--- config.mk ---
export PLATFORM = sky130hd
export DESIGN_NAME = uart_loader_ctrl_flat
export DESIGN_NICKNAME = d
export VERILOG_FILES = /design/src/rtl/uart_loader_ctrl_if.sv /design/src/rtl/uart_loader_ctrl.sv /design/src/flat_wrapper.sv
export SDC_FILE = /design/constraint.sdc
export NUM_CORES = 1
export LEC_CHECK = 0
export ABC_AREA = 1
export ABC_CLOCK_PERIOD_IN_PS = 2200
export BUFFER_PORTS_ARGS = -buffer_cell sky130_fd_sc_hd__clkbuf_2
export CAP_MARGIN = 10
export CORE_UTILIZATION = 45
export DETAILED_ROUTE_END_ITERATION = 10
export GPL_ROUTABILITY_DRIVEN = 0
export PLACE_DENSITY = 0.66
export SYNTH_ARGS = -nofsm -noshare
export SYNTH_HDL_FRONTEND = slang
export SYNTH_SLANG_ARGS = --single-unit
--- constraint.sdc ---
create_clock -name clk -period 2.2 [get_ports clk]
set_input_delay 0.11 -clock clk [delete_from_list [all_inputs] [get_ports clk]]
set_output_delay 0.11 -clock clk [all_outputs]
set_load 0.03 [all_outputs]
--- src/rtl/uart_loader_ctrl_if.sv ---
`default_nettype none
// ============================================================================
// Module   : uart_loader_ctrl_if
// Purpose  : Bundle of UART FIFO, instruction-memory and CPU-control signals
//            seen by the UART loader controller.
// Revision : 1.0 - initial release
// ============================================================================
interface uart_loader_ctrl_if #(
  parameter int ADDR_W = 8
);
  // UART RX FIFO (first-word fall-through)
  logic              rx_empty;
  logic [7:0]        r_data;
  logic              rd;
  // UART TX FIFO
  logic              tx_full;
  logic [7:0]        w_data;
  logic              wr;
  // Instruction memory write port
  logic              imem_we;
  logic [ADDR_W-1:0] imem_addr;
  logic [31:0]       imem_wdata;
  // CPU control and observation
  logic              cpu_reset;
  logic              cpu_enable;
  logic              cpu_halt;
  logic [31:0]       debug_data;
  logic              busy;

  // Controller side
  modport master (
    input  rx_empty, r_data, tx_full, cpu_halt, debug_data,
    output rd, w_data, wr, imem_we, imem_addr, imem_wdata,
           cpu_reset, cpu_enable, busy
  );

  // Environment side (UART, memory, CPU)
  modport slave (
    output rx_empty, r_data, tx_full, cpu_halt, debug_data,
    input  rd, w_data, wr, imem_we, imem_addr, imem_wdata,
           cpu_reset, cpu_enable, busy
  );
endinterface
`default_nettype wire

--- src/rtl/uart_loader_ctrl.sv ---
`default_nettype none
// ============================================================================
// Module   : uart_loader_ctrl
// Purpose  : Host command sequencer between the UART FIFOs and the CPU.
//            'L' loads program words, 'R' runs until halt/'H', 'S' steps one
//            cycle; debug word and ACK/NAK are returned to the host.
// Revision : 1.0 - initial release
// ============================================================================
module uart_loader_ctrl #(
  parameter int ADDR_W  = 8,
  parameter int TIMEOUT = 50000000
) (
  input  wire logic            clk,
  input  wire logic            rst_n,
  uart_loader_ctrl_if.master   bus
);

  localparam int              TO_W    = $clog2(TIMEOUT + 1);
  localparam logic [TO_W-1:0] TO_LAST = TO_W'(TIMEOUT - 1);

  localparam logic [7:0] CMD_LOAD = 8'h4C;
  localparam logic [7:0] CMD_RUN  = 8'h52;
  localparam logic [7:0] CMD_STEP = 8'h53;
  localparam logic [7:0] CMD_HALT = 8'h48;
  localparam logic [7:0] RESP_ACK = 8'h06;
  localparam logic [7:0] RESP_NAK = 8'h15;

  localparam logic [3:0] S_IDLE      = 4'd0;
  localparam logic [3:0] S_GET_CNT   = 4'd1;
  localparam logic [3:0] S_GET_BYTE  = 4'd2;
  localparam logic [3:0] S_WRITE     = 4'd3;
  localparam logic [3:0] S_RUN       = 4'd4;
  localparam logic [3:0] S_STEP      = 4'd5;
  localparam logic [3:0] S_DBG_LATCH = 4'd6;
  localparam logic [3:0] S_SEND_DBG  = 4'd7;
  localparam logic [3:0] S_SEND_RESP = 4'd8;

  logic [3:0]        state_q, state_d;
  logic [1:0]        idx_q, idx_d;
  logic [8:0]        cnt_q, cnt_d;
  logic [TO_W-1:0]   to_q, to_d;
  logic [ADDR_W-1:0] addr_q, addr_d;
  logic [31:0]       word_q, word_d;
  logic [31:0]       dbg_q, dbg_d;
  logic [7:0]        resp_q, resp_d;
  logic              cpu_reset_q, cpu_reset_d;
  logic              cpu_en_q, cpu_en_d;
  // Holds off RX pops for the first cycle after reset release
  logic              armed_q;

  logic              consumes;
  logic              pop;
  logic              push;
  logic [7:0]        w_data_c;

  // Decide whether the current state wants a byte, and derive the strobes
  always_comb begin
    consumes = 1'b0;
    case (state_q)
      S_IDLE:     consumes = armed_q;
      S_GET_CNT,
      S_GET_BYTE,
      S_RUN:      consumes = 1'b1;
      default:    consumes = 1'b0;
    endcase
    pop  = consumes & ~bus.rx_empty;
    push = ((state_q == S_SEND_DBG) || (state_q == S_SEND_RESP)) & ~bus.tx_full;
  end

  // Next-state and datapath update rules
  always_comb begin
    state_d     = state_q;
    idx_d       = idx_q;
    cnt_d       = cnt_q;
    to_d        = '0;
    addr_d      = addr_q;
    word_d      = word_q;
    dbg_d       = dbg_q;
    resp_d      = resp_q;
    cpu_reset_d = cpu_reset_q;
    cpu_en_d    = cpu_en_q;
    case (state_q)
      S_IDLE: begin
        if (pop) begin
          case (bus.r_data)
            CMD_LOAD: state_d = S_GET_CNT;
            CMD_RUN, CMD_STEP: begin
              state_d     = (bus.r_data == CMD_RUN) ? S_RUN : S_STEP;
              cpu_reset_d = 1'b0;
              cpu_en_d    = 1'b1;
            end
            default: begin
              resp_d  = RESP_NAK;
              state_d = S_SEND_RESP;
            end
          endcase
        end
      end
      S_GET_CNT: begin
        if (pop) begin
          // A count byte of zero stands for a full 256-word block
          cnt_d       = (bus.r_data == 8'h00) ? 9'd256 : {1'b0, bus.r_data};
          cpu_reset_d = 1'b1;
          addr_d      = '0;
          idx_d       = 2'd0;
          state_d     = S_GET_BYTE;
        end
      end
      S_GET_BYTE: begin
        if (pop) begin
          word_d = {word_q[23:0], bus.r_data};
          idx_d  = idx_q + 2'd1;
          if (idx_q == 2'd3) state_d = S_WRITE;
        end else if (to_q == TO_LAST) begin
          resp_d  = RESP_NAK;
          state_d = S_SEND_RESP;
        end else begin
          to_d = to_q + 1'b1;
        end
      end
      S_WRITE: begin
        addr_d = addr_q + 1'b1;
        cnt_d  = cnt_q - 9'd1;
        if (cnt_q == 9'd1) begin
          resp_d  = RESP_ACK;
          state_d = S_SEND_RESP;
        end else begin
          state_d = S_GET_BYTE;
        end
      end
      S_RUN: begin
        // Non-'H' bytes are popped and dropped while the CPU runs
        if (bus.cpu_halt || (pop && (bus.r_data == CMD_HALT))) begin
          cpu_en_d = 1'b0;
          state_d  = S_DBG_LATCH;
        end
      end
      S_STEP: begin
        cpu_en_d = 1'b0;
        state_d  = S_DBG_LATCH;
      end
      S_DBG_LATCH: begin
        // Sampled one cycle after the CPU stops so the last update is seen
        dbg_d   = bus.debug_data;
        idx_d   = 2'd0;
        state_d = S_SEND_DBG;
      end
      S_SEND_DBG: begin
        if (push) begin
          idx_d = idx_q + 2'd1;
          if (idx_q == 2'd3) begin
            resp_d  = RESP_ACK;
            state_d = S_SEND_RESP;
          end
        end
      end
      S_SEND_RESP: begin
        if (push) state_d = S_IDLE;
      end
      default: state_d = S_IDLE;
    endcase
  end

  // Byte presented to the TX FIFO: debug word MSB first, then the response
  always_comb begin
    w_data_c = 8'h00;
    if (state_q == S_SEND_DBG) begin
      case (idx_q)
        2'd0:    w_data_c = dbg_q[31:24];
        2'd1:    w_data_c = dbg_q[23:16];
        2'd2:    w_data_c = dbg_q[15:8];
        default: w_data_c = dbg_q[7:0];
      endcase
    end else if (state_q == S_SEND_RESP) begin
      w_data_c = resp_q;
    end
  end

  // State registers; reset aborts any transfer in flight
  always_ff @(posedge clk or negedge rst_n) begin
    if (!rst_n) begin
      state_q     <= S_IDLE;
      idx_q       <= 2'd0;
      cnt_q       <= 9'd0;
      to_q        <= '0;
      addr_q      <= '0;
      word_q      <= 32'h0;
      dbg_q       <= 32'h0;
      resp_q      <= 8'h00;
      cpu_reset_q <= 1'b1;
      cpu_en_q    <= 1'b0;
      armed_q     <= 1'b0;
    end else begin
      state_q     <= state_d;
      idx_q       <= idx_d;
      cnt_q       <= cnt_d;
      to_q        <= to_d;
      addr_q      <= addr_d;
      word_q      <= word_d;
      dbg_q       <= dbg_d;
      resp_q      <= resp_d;
      cpu_reset_q <= cpu_reset_d;
      cpu_en_q    <= cpu_en_d;
      armed_q     <= 1'b1;
    end
  end

  assign bus.rd         = pop;
  assign bus.wr         = push;
  assign bus.w_data     = w_data_c;
  assign bus.imem_we    = (state_q == S_WRITE);
  assign bus.imem_addr  = addr_q;
  assign bus.imem_wdata = word_q;
  assign bus.cpu_reset  = cpu_reset_q;
  assign bus.cpu_enable = cpu_en_q;
  assign bus.busy       = (state_q != S_IDLE);

endmodule
`default_nettype wire

--- src/flat_wrapper.sv ---
// flat-port wrapper written by rule: the top's interface ports become plain ports
module uart_loader_ctrl_flat 
#(
  parameter int ADDR_W  = 8,
  parameter int TIMEOUT = 50000000
)
  (clk, rst_n, bus_rx_empty, bus_r_data, bus_tx_full, bus_cpu_halt, bus_debug_data, bus_rd, bus_w_data, bus_wr, bus_imem_we, bus_imem_addr, bus_imem_wdata, bus_cpu_reset, bus_cpu_enable, bus_busy);
  uart_loader_ctrl_if #(.ADDR_W(ADDR_W)) bus_i ();
  input  wire logic clk;
  input  wire logic rst_n;
  input wire logic [$bits(bus_i.rx_empty)-1:0] bus_rx_empty;
  input wire logic [$bits(bus_i.r_data)-1:0] bus_r_data;
  input wire logic [$bits(bus_i.tx_full)-1:0] bus_tx_full;
  input wire logic [$bits(bus_i.cpu_halt)-1:0] bus_cpu_halt;
  input wire logic [$bits(bus_i.debug_data)-1:0] bus_debug_data;
  output wire logic [$bits(bus_i.rd)-1:0] bus_rd;
  output wire logic [$bits(bus_i.w_data)-1:0] bus_w_data;
  output wire logic [$bits(bus_i.wr)-1:0] bus_wr;
  output wire logic [$bits(bus_i.imem_we)-1:0] bus_imem_we;
  output wire logic [$bits(bus_i.imem_addr)-1:0] bus_imem_addr;
  output wire logic [$bits(bus_i.imem_wdata)-1:0] bus_imem_wdata;
  output wire logic [$bits(bus_i.cpu_reset)-1:0] bus_cpu_reset;
  output wire logic [$bits(bus_i.cpu_enable)-1:0] bus_cpu_enable;
  output wire logic [$bits(bus_i.busy)-1:0] bus_busy;
  assign bus_i.rx_empty = bus_rx_empty;
  assign bus_i.r_data = bus_r_data;
  assign bus_i.tx_full = bus_tx_full;
  assign bus_i.cpu_halt = bus_cpu_halt;
  assign bus_i.debug_data = bus_debug_data;
  assign bus_rd = bus_i.rd;
  assign bus_w_data = bus_i.w_data;
  assign bus_wr = bus_i.wr;
  assign bus_imem_we = bus_i.imem_we;
  assign bus_imem_addr = bus_i.imem_addr;
  assign bus_imem_wdata = bus_i.imem_wdata;
  assign bus_cpu_reset = bus_i.cpu_reset;
  assign bus_cpu_enable = bus_i.cpu_enable;
  assign bus_busy = bus_i.busy;
  uart_loader_ctrl #(.ADDR_W(ADDR_W), .TIMEOUT(TIMEOUT)) u_core (.clk(clk), .rst_n(rst_n), .bus(bus_i));
endmodule
# Word-level counts from Yosys, hierarchy flattened

Index checks and enable logic that the tools add are counted.

$add $sub $neg: 4
Equality and inequality tests: 31
Multiplexer cells: 45
Bitwise gates (word level): 4
Reductions and logical operators: 22

Operator list:

| kind                                                   | count |
|---|---|
| 2-to-1 mux 8 bit                                       | 10 |
| 2-to-1 mux 26 bit                                      | 3 |
| 2-to-1 mux 4 bit                                       | 10 |
| one-hot mux 4 bit (9 select lines)                     | 1 |
| equality test 8 x 7 -> 1 bit (second input constant)   | 4 |
| one-hot mux 8 bit (4 select lines)                     | 1 |
| adder 26 x 1 -> 26 bit (second input constant)         | 1 |
| equality test 26 bit (second input constant)           | 1 |
| one-hot mux 8 bit (3 select lines)                     | 1 |
| 2-to-1 mux 9 bit                                       | 2 |
| one-hot mux 9 bit (2 select lines)                     | 1 |
| equality test 4 x 3 -> 1 bit (second input constant)   | 4 |
| one-hot mux 8 bit (2 select lines)                     | 1 |
| AND reduction 8 bit                                    | 2 |
| inequality test 2 x 1 -> 1 bit (second input constant) | 6 |
| inequality test 2 bit (second input constant)          | 6 |
| AND reduction 4 bit                                    | 3 |
| nonzero test 4 bit                                     | 3 |
| equality test 9 x 1 -> 1 bit (second input constant)   | 1 |
| subtractor 9 x 1 -> 9 bit (second input constant)      | 1 |
| adder 8 x 1 -> 8 bit (second input constant)           | 1 |
| equality test 4 x 2 -> 1 bit (second input constant)   | 2 |
| logical NOT 8 bit                                      | 1 |
| one-hot mux 2 bit (4 select lines)                     | 1 |
| 23 further kinds                                       | 39 |

Flip-flop bits (word level): 124
Input bits: 45
Output and inout bits: 54
Word-level logic and storage cells: 117

# Longest topological paths before layout

Gate-level depths: netlist (run 1).

Word-level depth: 8
Gate-level depth with buffers: 12
Depth with buffers taken out: 12

# Least setup slack after synthesis (run 1)

Ideal clock, no wire load.

Path type: register to output
Start: register u_core.state_q[1]
End: output bus_w_data[2]
Arrival time: 1.660 ns
Required time: 2.090 ns
Slack: 0.430 ns
Cell stages (with the launch flop): 6
Buffers on the path: 0
Cells stage by stage: dfrtp_1 > nor2_1 > inv_1 > nor3_1 > inv_1 > o21ai_0

Longest elaborated chain between the ends: 3
Elaborated cells between the ends (all ways): 4
Classes of those cells: eq/ne: 2; mux: 2

RTL lines:

| element                  | RTL line                | RTL |
|---|---|---|
| start: declaration       | uart_loader_ctrl.sv:38  | `logic [3:0] state_q, state_d;` |
| start signal: assignment | uart_loader_ctrl.sv:194 | `state_q <= state_d;` |
| equality test 4 bit      | uart_loader_ctrl.sv:174 | `end else if (state_q == S_SEND_RESP) begin` |
| 2-to-1 mux 8 bit         | uart_loader_ctrl.sv:174 |  |
| 2-to-1 mux 8 bit *       | uart_loader_ctrl.sv:167 | `if (state_q == S_SEND_DBG) begin` |
| end: declaration         | flat_wrapper.sv:17      | `output wire logic [$bits(bus_i.w_data)-1:0] bus_w_data;` |

Every way passes the cells marked *; elsewhere a longest branch is shown, timed or not.

# Worst setup path in the final report (run 1)

Start: register u_core.idx_q[0]
End: output bus_w_data[4]

Longest elaborated chain between the ends: 3
Elaborated cells between the ends (all ways): 5
Classes of those cells: eq/ne: 2; mux: 2; reduce/logical: 1

RTL lines:

| element                                     | RTL line                | RTL |
|---|---|---|
| start: declaration                          | uart_loader_ctrl.sv:39  | `logic [1:0] idx_q, idx_d;` |
| start signal: assignment                    | uart_loader_ctrl.sv:195 | `idx_q <= idx_d;` |
| equality test 2 bit (tied with other cells) | uart_loader_ctrl.sv:168 | `case (idx_q)` |
| one-hot mux 8 bit (3 select lines) *        | uart_loader_ctrl.sv:168 |  |
| 2-to-1 mux 8 bit *                          | uart_loader_ctrl.sv:167 |  |

Marked as above.

==> impl_metrics.ini, run 1 <==
[critical_path]
cp.required_ns = 2.09
worstPathArrival_ns = 1.97
endpoint_kind = output port
critPathLaunchType = flop
critPathMaxFanout = 11
crit_type = flop to output port

[synthesis]
synth_edf_count = 0
yosys.area.top_type_share_pct = 49.88
netlist_top_cells_area = dfrtp_1 50%, nand2_1 8.5%, mux2_2 6.8%, nor2_1 4.6%, inv_1 4.3%
ys_ff_latch = 119
synth_cell_types = 49
syn_area_per_cell_um2 = 8.822
synth_area_mm2 = 0.005919
async_flop_share_pct = 100.0
ys_seq_area_share_pct = 50.33
yosys_warnings = 0
synth_ff_type = dfrtp_1
synth_fp_nets = 724
syn_inst = 671
synth_largest_area_cell = dfrtp_1

[sta]
setup_viol = 0
fin_ws_ns = 0.1214
period_share_pct = 94.48
finClkSkew_ns = 0.01187
fin_crit_ns = 2.079
setup_tns_ns = 0
max_freq_mhz = 481.1
drv_slew = 0
final_hold_viol_count = 0
rsz0062_at_grt = no

[clock_network]
root_buffer = clkbuf_16
clockBufferDepth = 2
clkTransAtPathRegs_ns = 0.06
cts_inserted_buffers = 17
h-tree-depth = 4
clkSinkCount = 119
cts_tree = yes
worstSkewPairLatency_ns = 0.42
postCtsSetupBuffers = 0

[detailed_routing]
wl_um = 14330
viasPerCell = 5.167
wl_per_cell_um = 14.29
drcViolationCount = 0
dr.first_iter.drc_count = 323
detail_route.first_pass.iterations = 5
ant_nets = 0
num_vias = 5182

[power]
p_per_area_mw_per_mm2 = 1235
vdd_drop_max_mv = 0.7176
p_leak_uw = 0.003697

[outcome]
status = finished clean

[floorplan]
ioPinCount = 99
fp.dieH_um = 116.7
die_w_um = 116.7
core-area_mm2 = 0.01272
die_area_mm2 = 0.01362
initial_utilization_pct = 46.53
rows = 41

[grt]
grt_use_total_pct = 23.01
antenna_found_initial = 0
grt_overflow = 0
grt_pass1_vias = 5161
grt_max_degree = 69
grt_pass1_wl_um = 23940

[layout]
final_nets = 872
seqCellArea_mm2 = 0.002980
syn_to_final_growth_pct = 29.28
fillers = 1110
layout-drive-gt1-share_pct = 25.27
multiInputGateArea_mm2 = 0.002585
n_antenna_cell = 0

[min_path]
hold_path_class = primary input to flop

[run]
max-cap-violations = 0

[place]
portBuffers = 98
dpl.hpwl_um = 9797
place_ws_ns = 0.2880
-- final timing paths --
path | from | cells past startpoint | slack (ns) | end
setup / recovery | u_core.idx_q[0] | 7 | 0.12 | bus_w_data[4]
hold / removal | bus_tx_full | 3 | 0.01 | u_core.state_q[3]
setup reg to reg | u_core.state_q[1] | 10 | 0.27 | u_core.bus.imem_addr[2]
hold reg to reg | u_core.resp_q[2] | 2 | 0.46 | u_core.resp_q[2]
max in group asynchronous | rst_n | 3 | 1.35 | u_core.bus.cpu_reset
min in group asynchronous | rst_n | 2 | 0.12 | u_core.bus.imem_wdata[25]
-- power breakdown --
part / switching [uW] / internal (uW)
combinational: 2100 / 1110
sequential: 498 / 2890
clock: 1010 / 1830
-- metrics by stage --
stage / area (um^2) / power [uW] / std cells / utilization (%) / hold slack (ns)
3_5_place_dp: 6635 / 6524 / 933 / 52.15 / 0.02084
5_1_grt: 7652 / 10030 / 1003 / 60.15 / 0.02419
6_report: 7652 / 9449 / 1003 / 60.15 / 0.01358
3_3_place_gp: 6635 / 6415 / 933 / 52.15 / 0.02029
2_1_floorplan: 5919 / 5587 / 671 / - / -0.1856
4_1_cts: 7630 / 9459 / 1003 / 59.97 / 0.003289
-- cells in the mapped netlist, types with 5 or more instances --
library cell and number:
nand2_1 134, dfrtp_1 118, nor2_1 73, inv_1 68, mux2_2 36, nand3_1 34
o21ai_0 33, a21oi_1 30, nor3_1 21, nand4_1 12, o21ai_1 10, buf_2 8
ha_1 8, xor2_1 8, inv_2 7, a31oi_1 6, clkbuf_1 6, o211ai_1 6
nor2_2 5, o22ai_1 5
-- critical path: stages, from the launching register on --
cell and delay (ns):
dfrtp_1 0.41, ha_2 0.25, inv_1 0.08, buf_4 0.19, nand2_1 0.07, a221oi_1 0.21, o22ai_1 0.13, clkbuf_4 0.20
-- routing by layer --
| layer | wire length [um] | track usage (%) |
|---|---|---|
| met1 | 6123 | 28.48 |
| met2 | 7213 | 38.03 |
| met3 | 706 | 5.189 |
| met4 | 291 | 11.39 |
| met5 | 0 | 0 |
-- registers in the layout, summed over array words and instances, names as in the netlist --
signal                 count
u_core.bus.cpu_enable      1
u_core.armed_q             1
u_core.to_q               26
u_core.bus.imem_addr       8
u_core.cnt_q               9
u_core.bus.imem_wdata     32
u_core.dbg_q              32
u_core.idx_q               2
u_core.state_q             4
u_core.resp_q              3
u_core.bus.cpu_reset       1
-- area by class of cell --
class	count	area share, %
timing repair buffer	147	12.88
clock buffer	19	5.919
sequential	119	38.95
multi-input combinational	459	33.78
clock inverter	12	1.978
tap	172	2.812
inverter	75	3.679
-- repair_timing --
action,4_1_cts,5_1_grt
endpoints found under the hold margin,129,0
setup endpoints to repair,0,4
resized for setup,0,9
hold buffers,39,0
-- logic make-up after synthesis --
kind of cell | after synthesis | synth area share [%]
xor gates and xnor gates | 10 | 1.480
other | 1 | 0.06335
adders and majority gates | 8 | 1.691
DFF | 119 | 50.33
muxes | 39 | 7.419
AOI/OAI and AO/OA | 102 | 9.829
buffers and inverters | 93 | 6.320
and+or+nand+nor | 299 | 22.87
-- layout by cell type (no fill, tap or decap), types with 3 or more instances in the layout --
| cell type | instances |
|---|---|
| nand2_1 | 134 |
| dfrtp_1 | 117 |
| clkbuf_2 | 95 |
| nor2_1 | 73 |
| inv_1 | 68 |
| dlygate4sd3_1 | 39 |
| mux2_2 | 36 |
| nand3_1 | 34 |
| o21ai_0 | 33 |
| a21oi_1 | 30 |
| nor3_1 | 20 |
| clkbuf_16 | 17 |
| nand4_1 | 12 |
| o21ai_1 | 10 |
| buf_4 | 9 |
| xor2_1 | 8 |
| inv_2 | 7 |
| a31oi_1 | 6 |
| o211ai_1 | 6 |
| nor2_2 | 5 |
| o22ai_1 | 5 |
| ha_1 | 5 |
| clkinv_2 | 4 |
| nor3_2 | 3 |
| o31ai_1 | 3 |
| mux2_1 | 3 |
| nand3b_1 | 3 |
| ha_2 | 3 |
| bufinv_16 | 3 |
(Power assumes the default switching activity.)
==> run 2, diff against run 1 <==
- GPL_ROUTABILITY_DRIVEN: 0 -> default
- HOLD_SLACK_MARGIN: default -> 0.12
- REMOVE_ABC_BUFFERS: default -> 1
==> run 2 against run 1 <==
Effect of this change:
- routed wire length rose by 1.3%
- clock-buffer cell count did not move
- first-iteration DRC count fell by 3.1%
- clock skew fell by 0.0058 ns
- combinational power barely moved
- critical path depth fell by 1
- sequential power barely moved
- largest cell class unchanged
==> impl_metrics.ini, run 2 (synthesized netlist as in run 1, its figures left out) <==
[clock_network]
postCtsSetupBuffers = 0
clkSinkCount = 119
clockBufferDepth = 2
root_buffer = clkbuf_16
clkTransAtPathRegs_ns = 0.05
cts_inserted_buffers = 17
cts_tree = yes
worstSkewPairLatency_ns = 0.41
h-tree-depth = 4

[layout]
syn_to_final_growth_pct = 30.21
n_antenna_cell = 0
final_common_cell = nand2_1
final_nets = 875
layout-drive-gt1-share_pct = 24.67
post-route-util_pct = 60.58
fillers = 1125
final_cell_mix = 134 x nand2_1, 118 x dfrtp_1, 96 x clkbuf_2, 73 x nor2_1, 67 x inv_1

[grt]
grt_use_total_pct = 23.46
grt_pass1_vias = 5062
grt_pass1_wl_um = 24300
grt_max_degree = 70
antenna_found_initial = 0
grt_overflow = 0

[critical_path]
endpoint_kind = output port
critPathLaunchType = flop
cp.required_ns = 2.09
worstPathArrival_ns = 1.96
critPathMaxFanout = 12
crit_type = flop to output port

[floorplan]
rows = 41
initial_utilization_pct = 46.53
die_w_um = 116.7
core-area_mm2 = 0.01272
fp.dieH_um = 116.7
die_area_mm2 = 0.01362
ioPinCount = 99

[detailed_routing]
num_vias = 5139
wl_per_cell_um = 14.42
viasPerCell = 5.103
wl_um = 14520
detail_route.first_pass.iterations = 5
dr.first_iter.drc_count = 313
drcViolationCount = 0
ant_nets = 0

[sta]
setup_tns_ns = 0
period_share_pct = 94.10
finClkSkew_ns = 0.006036
whs_ns = 0.1193
rsz0062_at_grt = no
drv_slew = 0
final_hold_viol_count = 0
max_freq_mhz = 483.0
fin_crit_ns = 2.070
setup_viol = 0

[power]
p_leak_uw = 0.003743
vdd_drop_max_mv = 0.5966
p_per_area_mw_per_mm2 = 1253

[outcome]
status = finished clean

[run]
max-cap-violations = 0

[place]
routabilityCongestion = 0.8939
portBuffers = 98
dpl.hpwl_um = 10130

[min_path]
hold_path_class = primary input to async pin
## run 2: layout make-up
cell class	count	area (um^2)	share of cell area, %
clock buffer	19	442.9	5.747
clock inverter	13	201.4	2.614
inverter	75	284.0	3.685
multi-input combinational	459	2571	33.36
sequential	119	2979	38.65
tap	172	215.2	2.792
timing repair buffer	150	1013	13.15
## run 2: worst paths after layout
| check | start | to | slack, ns | cells past startpoint |
|---|---|---|---|---|
| max | u_core.idx_q[0] | bus_w_data[4] | 0.13 | 6 |
| max reg2reg | u_core.idx_q[1] | u_core.state_q[2] | 0.33 | 10 |
| min | rst_n | u_core.bus.imem_wdata[31] | 0.12 | 2 |
| max in group asynchronous | rst_n | u_core.bus.cpu_reset | 1.35 | 3 |
| min in group clk | bus_rx_empty | u_core.bus.cpu_reset | 0.27 | 5 |
| min reg2reg | u_core.resp_q[2] | u_core.resp_q[2] | 0.45 | 2 |
## run 2: report_power, final
group	total [uW]	switching, uW	internal, uW
clock network	3040	1000	2030
logic	3240	2140	1100
registers	3380	491	2890
## run 2: critical path, stage by stage, from the launching register on
cell and delay (ns):
dfrtp_1 0.40, ha_1 0.32, inv_4 0.16, nand2_1 0.06, a221oi_1 0.26, o22ai_1 0.13
clkbuf_2 0.20
## run 2: stage by stage
step           instance area (um^2)  std cells  total power, uW  setup slack (ns)
4_1_cts                        7705       1007             9730           0.07684
6_report                       7707       1007             9661            0.1297
3_5_place_dp                   6635        933             6578            0.2791
3_3_place_gp                   6635        933             6436            0.3679
5_1_grt                        7707       1007            10240           0.01386
2_1_floorplan                  5827        653             5571            0.1062
## run 2: what timing repair did
action	in CTS	in global routing
endpoints found under the setup margin	3	3
hold endpoints to repair	166	0
hold buffers	42	0
gates resized for setup	2	2
pin swaps	0	0
## run 2: routing by layer
layer	part of all wire (%)	GRT usage, %	routed length (um)	up-vias
met5	0	0	0	-
met4	1.5	9.114	219	0
met3	4.2	5.812	610	23
met2	51	39.96	7351	148
met1	44	28.68	6341	2434
li1	-	-	-	2534
==> run 3, diff against run 2 <==
- ABC_AREA: 1 -> default
- SLEW_MARGIN: default -> 25
==> run 3 against run 2 <==
Effect of this change:
- register-to-register slack worse by 0.24 ns
- power about the same
- combinational power up 12%
- critical path depth rose by 1
- global-route usage is 1.7 points lower
- die area fell by 3.9%
==> impl_metrics.ini, run 3 <==
[layout]
final_common_cell = dfrtp_1
fin_cells = 853
syn_to_final_growth_pct = 32.99
fillers = 986
final_cell_area_mm2 = 0.007561
layout-drive-gt1-share_pct = 34.16
n_antenna_cell = 0
final_cell_mix = 114 x dfrtp_1, 95 x clkbuf_2, 61 x mux2_2, 58 x nor2_1, 43 x dlygate4sd3_1
final_nets = 729

[detailed_routing]
dr.first_iter.drc_count = 288
num_vias = 4617
wl_per_cell_um = 15.44
detail_route.first_pass.iterations = 6
ant_nets = 0
viasPerCell = 5.413
drcViolationCount = 0
wl_um = 13170

[grt]
grt_use_total_pct = 21.81
antenna_found_initial = 0
grt_pass1_vias = 4533
grt_pass1_wl_um = 22130
grt_overflow = 0
grt_max_degree = 54

[place]
place_area_mm2 = 0.006509
portBuffers = 98
routabilityCongestion = 0.8406
dp.cells = 778
place_ws_ns = 0.1038
dpl.hpwl_um = 8766

[critical_path]
crit_type = flop to output port
critPathLaunchType = flop
cp.required_ns = 2.09
reg2reg_depth = 5
critPathMaxFanout = 8
endpoint_kind = output port
ff2ff_setup_slack_ns = 0.09
worstPathArrival_ns = 2.02

[clock_network]
h-tree-depth = 4
worstSkewPairLatency_ns = 0.41
cts_inserted_buffers = 17
root_buffer = clkbuf_16
clkTransAtPathRegs_ns = 0.05
clockBufferDepth = 2
clkSinkCount = 119
cts_tree = yes

[sta]
final_hold_viol_count = 0
period_share_pct = 96.72
drv_slew = 0
setup_viol = 0
rsz0062_at_grt = yes
finClkSkew_ns = 0.007318
max_freq_mhz = 470.0
tightest_slew_ns = 0.6543
maxSlewHeadroom_pct = 55.25
fin_crit_ns = 2.128
fin_ws_ns = 0.07217

[floorplan]
core-area_mm2 = 0.01216
die_w_um = 114.4
fp.dieH_um = 114.4
rows = 40
die_area_mm2 = 0.01309
initial_utilization_pct = 46.75
ioPinCount = 99

[synthesis]
synth_area_mm2 = 0.005685
ys_seq_area_share_pct = 52.40
yosys_warnings = 0
synthMuxAreaShare_pct = 13.60
syn_area_per_cell_um2 = 11.08
synth_compound_area_share_pct = 10.26
synth_edf_count = 0
synthSimpleGateAreaFrac_pct = 15.10
synth_largest_area_cell = dfrtp_1
synth_cell_types = 64
synth_top_family_by_area = simple AND/OR/NAND/NOR gates
yosys.area.top_type_share_pct = 51.94
ys_ff_latch = 119
netlist_top_cells_area = dfrtp_1 52%, mux2_2 12%, nor2_1 3.8%, xor2_1 3.1%, nand2_1 1.9%
syn_inst = 513
synthAdderAreaFrac_pct = 1.761
synth_common_cells = 118 x dfrtp_1, 61 x mux2_2, 58 x nor2_1, 29 x nand2_1, 21 x o21ai_0
synth.most_common_cell = dfrtp_1
async_flop_share_pct = 100.0
synth_ff_type = dfrtp_1
synth_xor_area_share_pct = 4.005

[outcome]
status = finished clean

[power]
p_leak_uw = 0.003418
vdd_drop_max_mv = 0.6289
p_per_area_mw_per_mm2 = 1277

[run]
max-cap-violations = 0

[min_path]
hold_path_class = primary input to async pin
-- run 3: cell types whose count changed in the layout (fill, tap and decap cells not counted), sizes merged, moves of 17 or more --
| cell | previous run | this run |
|---|---|---|
| nor2 | 80 | 59 |
| buf | 12 | 29 |
| mux2 | 39 | 66 |
| nand2 | 138 | 29 |
| o21ai | 44 | 25 |
| inv | 76 | 17 |
| nand3 | 36 | 12 |
-- run 3: per-layer routing --
metal / global-route usage [%] / routed length (um)
met1: 28.83 / 5882
met3: 5.823 / 715
met2: 34.46 / 6348
met4: 8.139 / 225
met5: 0 / 0
-- run 3: area by class of cell --
| cell class | count | area [um^2] | area share [%] |
|---|---|---|---|
| well taps | 168 | 210.2 | 2.780 |
| repair buffers | 167 | 1156 | 15.29 |
| multi-input cells | 354 | 2619 | 34.64 |
| clock inverters | 5 | 50.05 | 0.6619 |
| inverters | 17 | 63.81 | 0.8440 |
| flip-flops and latches | 119 | 2984 | 39.47 |
| clock buffers | 23 | 478.0 | 6.321 |
-- run 3: cells by family (layout without fill, tap and decap cells) --
logic type                 after synthesis  in the layout
adders and majority gates                8              8
xor gates and xnor gates                26             26
buffers and inverters                   40            212
and+or+nand+nor                        166            166
muxes                                   69             69
other                                    1              1
DFF                                    119            119
AOI/OAI and AO/OA                       84             84
-- run 3: timing repair --
item,4_1_cts,5_1_grt
hold buffers,43,0
resized for setup,4,14
endpoints found under the hold margin,88,0
setup endpoints to repair,4,9
setup buffers,0,4
pin swaps,0,2
-- run 3: report_power, final --
part	switching (uW)	internal [uW]
Clock	881	1600
Sequential	588	2970
Combinational	2080	1540
Total	3550	6110
-- run 3: worst max-delay path, cell delays in order (launching register included) --
cell and delay [ns]:
dfrtp_1 0.39, buf_4 0.15, ha_4 0.19, a222oi_1 0.36
nor2_1 0.10, a21oi_1 0.12, o21ai_0 0.10, clkbuf_2 0.20
-- run 3: final timing paths --
| path | start | endpoint |
|---|---|---|
| max in group asynchronous | rst_n | u_core.state_q[1] |
| min in group clk | bus_cpu_halt | u_core.state_q[2] |
| min | rst_n | u_core.bus.imem_wdata[26] |
| max reg2reg | u_core.to_q[16] | u_core.resp_q[1] |
| max | u_core.idx_q[1] | bus_w_data[1] |
| min reg2reg | u_core.resp_q[2] | u_core.resp_q[2] |
-- run 3: through the flow --
stage               setup TNS (ns)  power [uW]  hold slack (ns)  utilization, %
finish                           0        9659           0.2170           62.17
global route              -0.02053       10240           0.2427           62.17
detailed placement               0        7030           0.1232           53.52
global placement                 0        6901           0.1133           53.52
floorplan                   -47.71        5872          -0.1856               -
CTS                              0        9649           0.2243           61.47
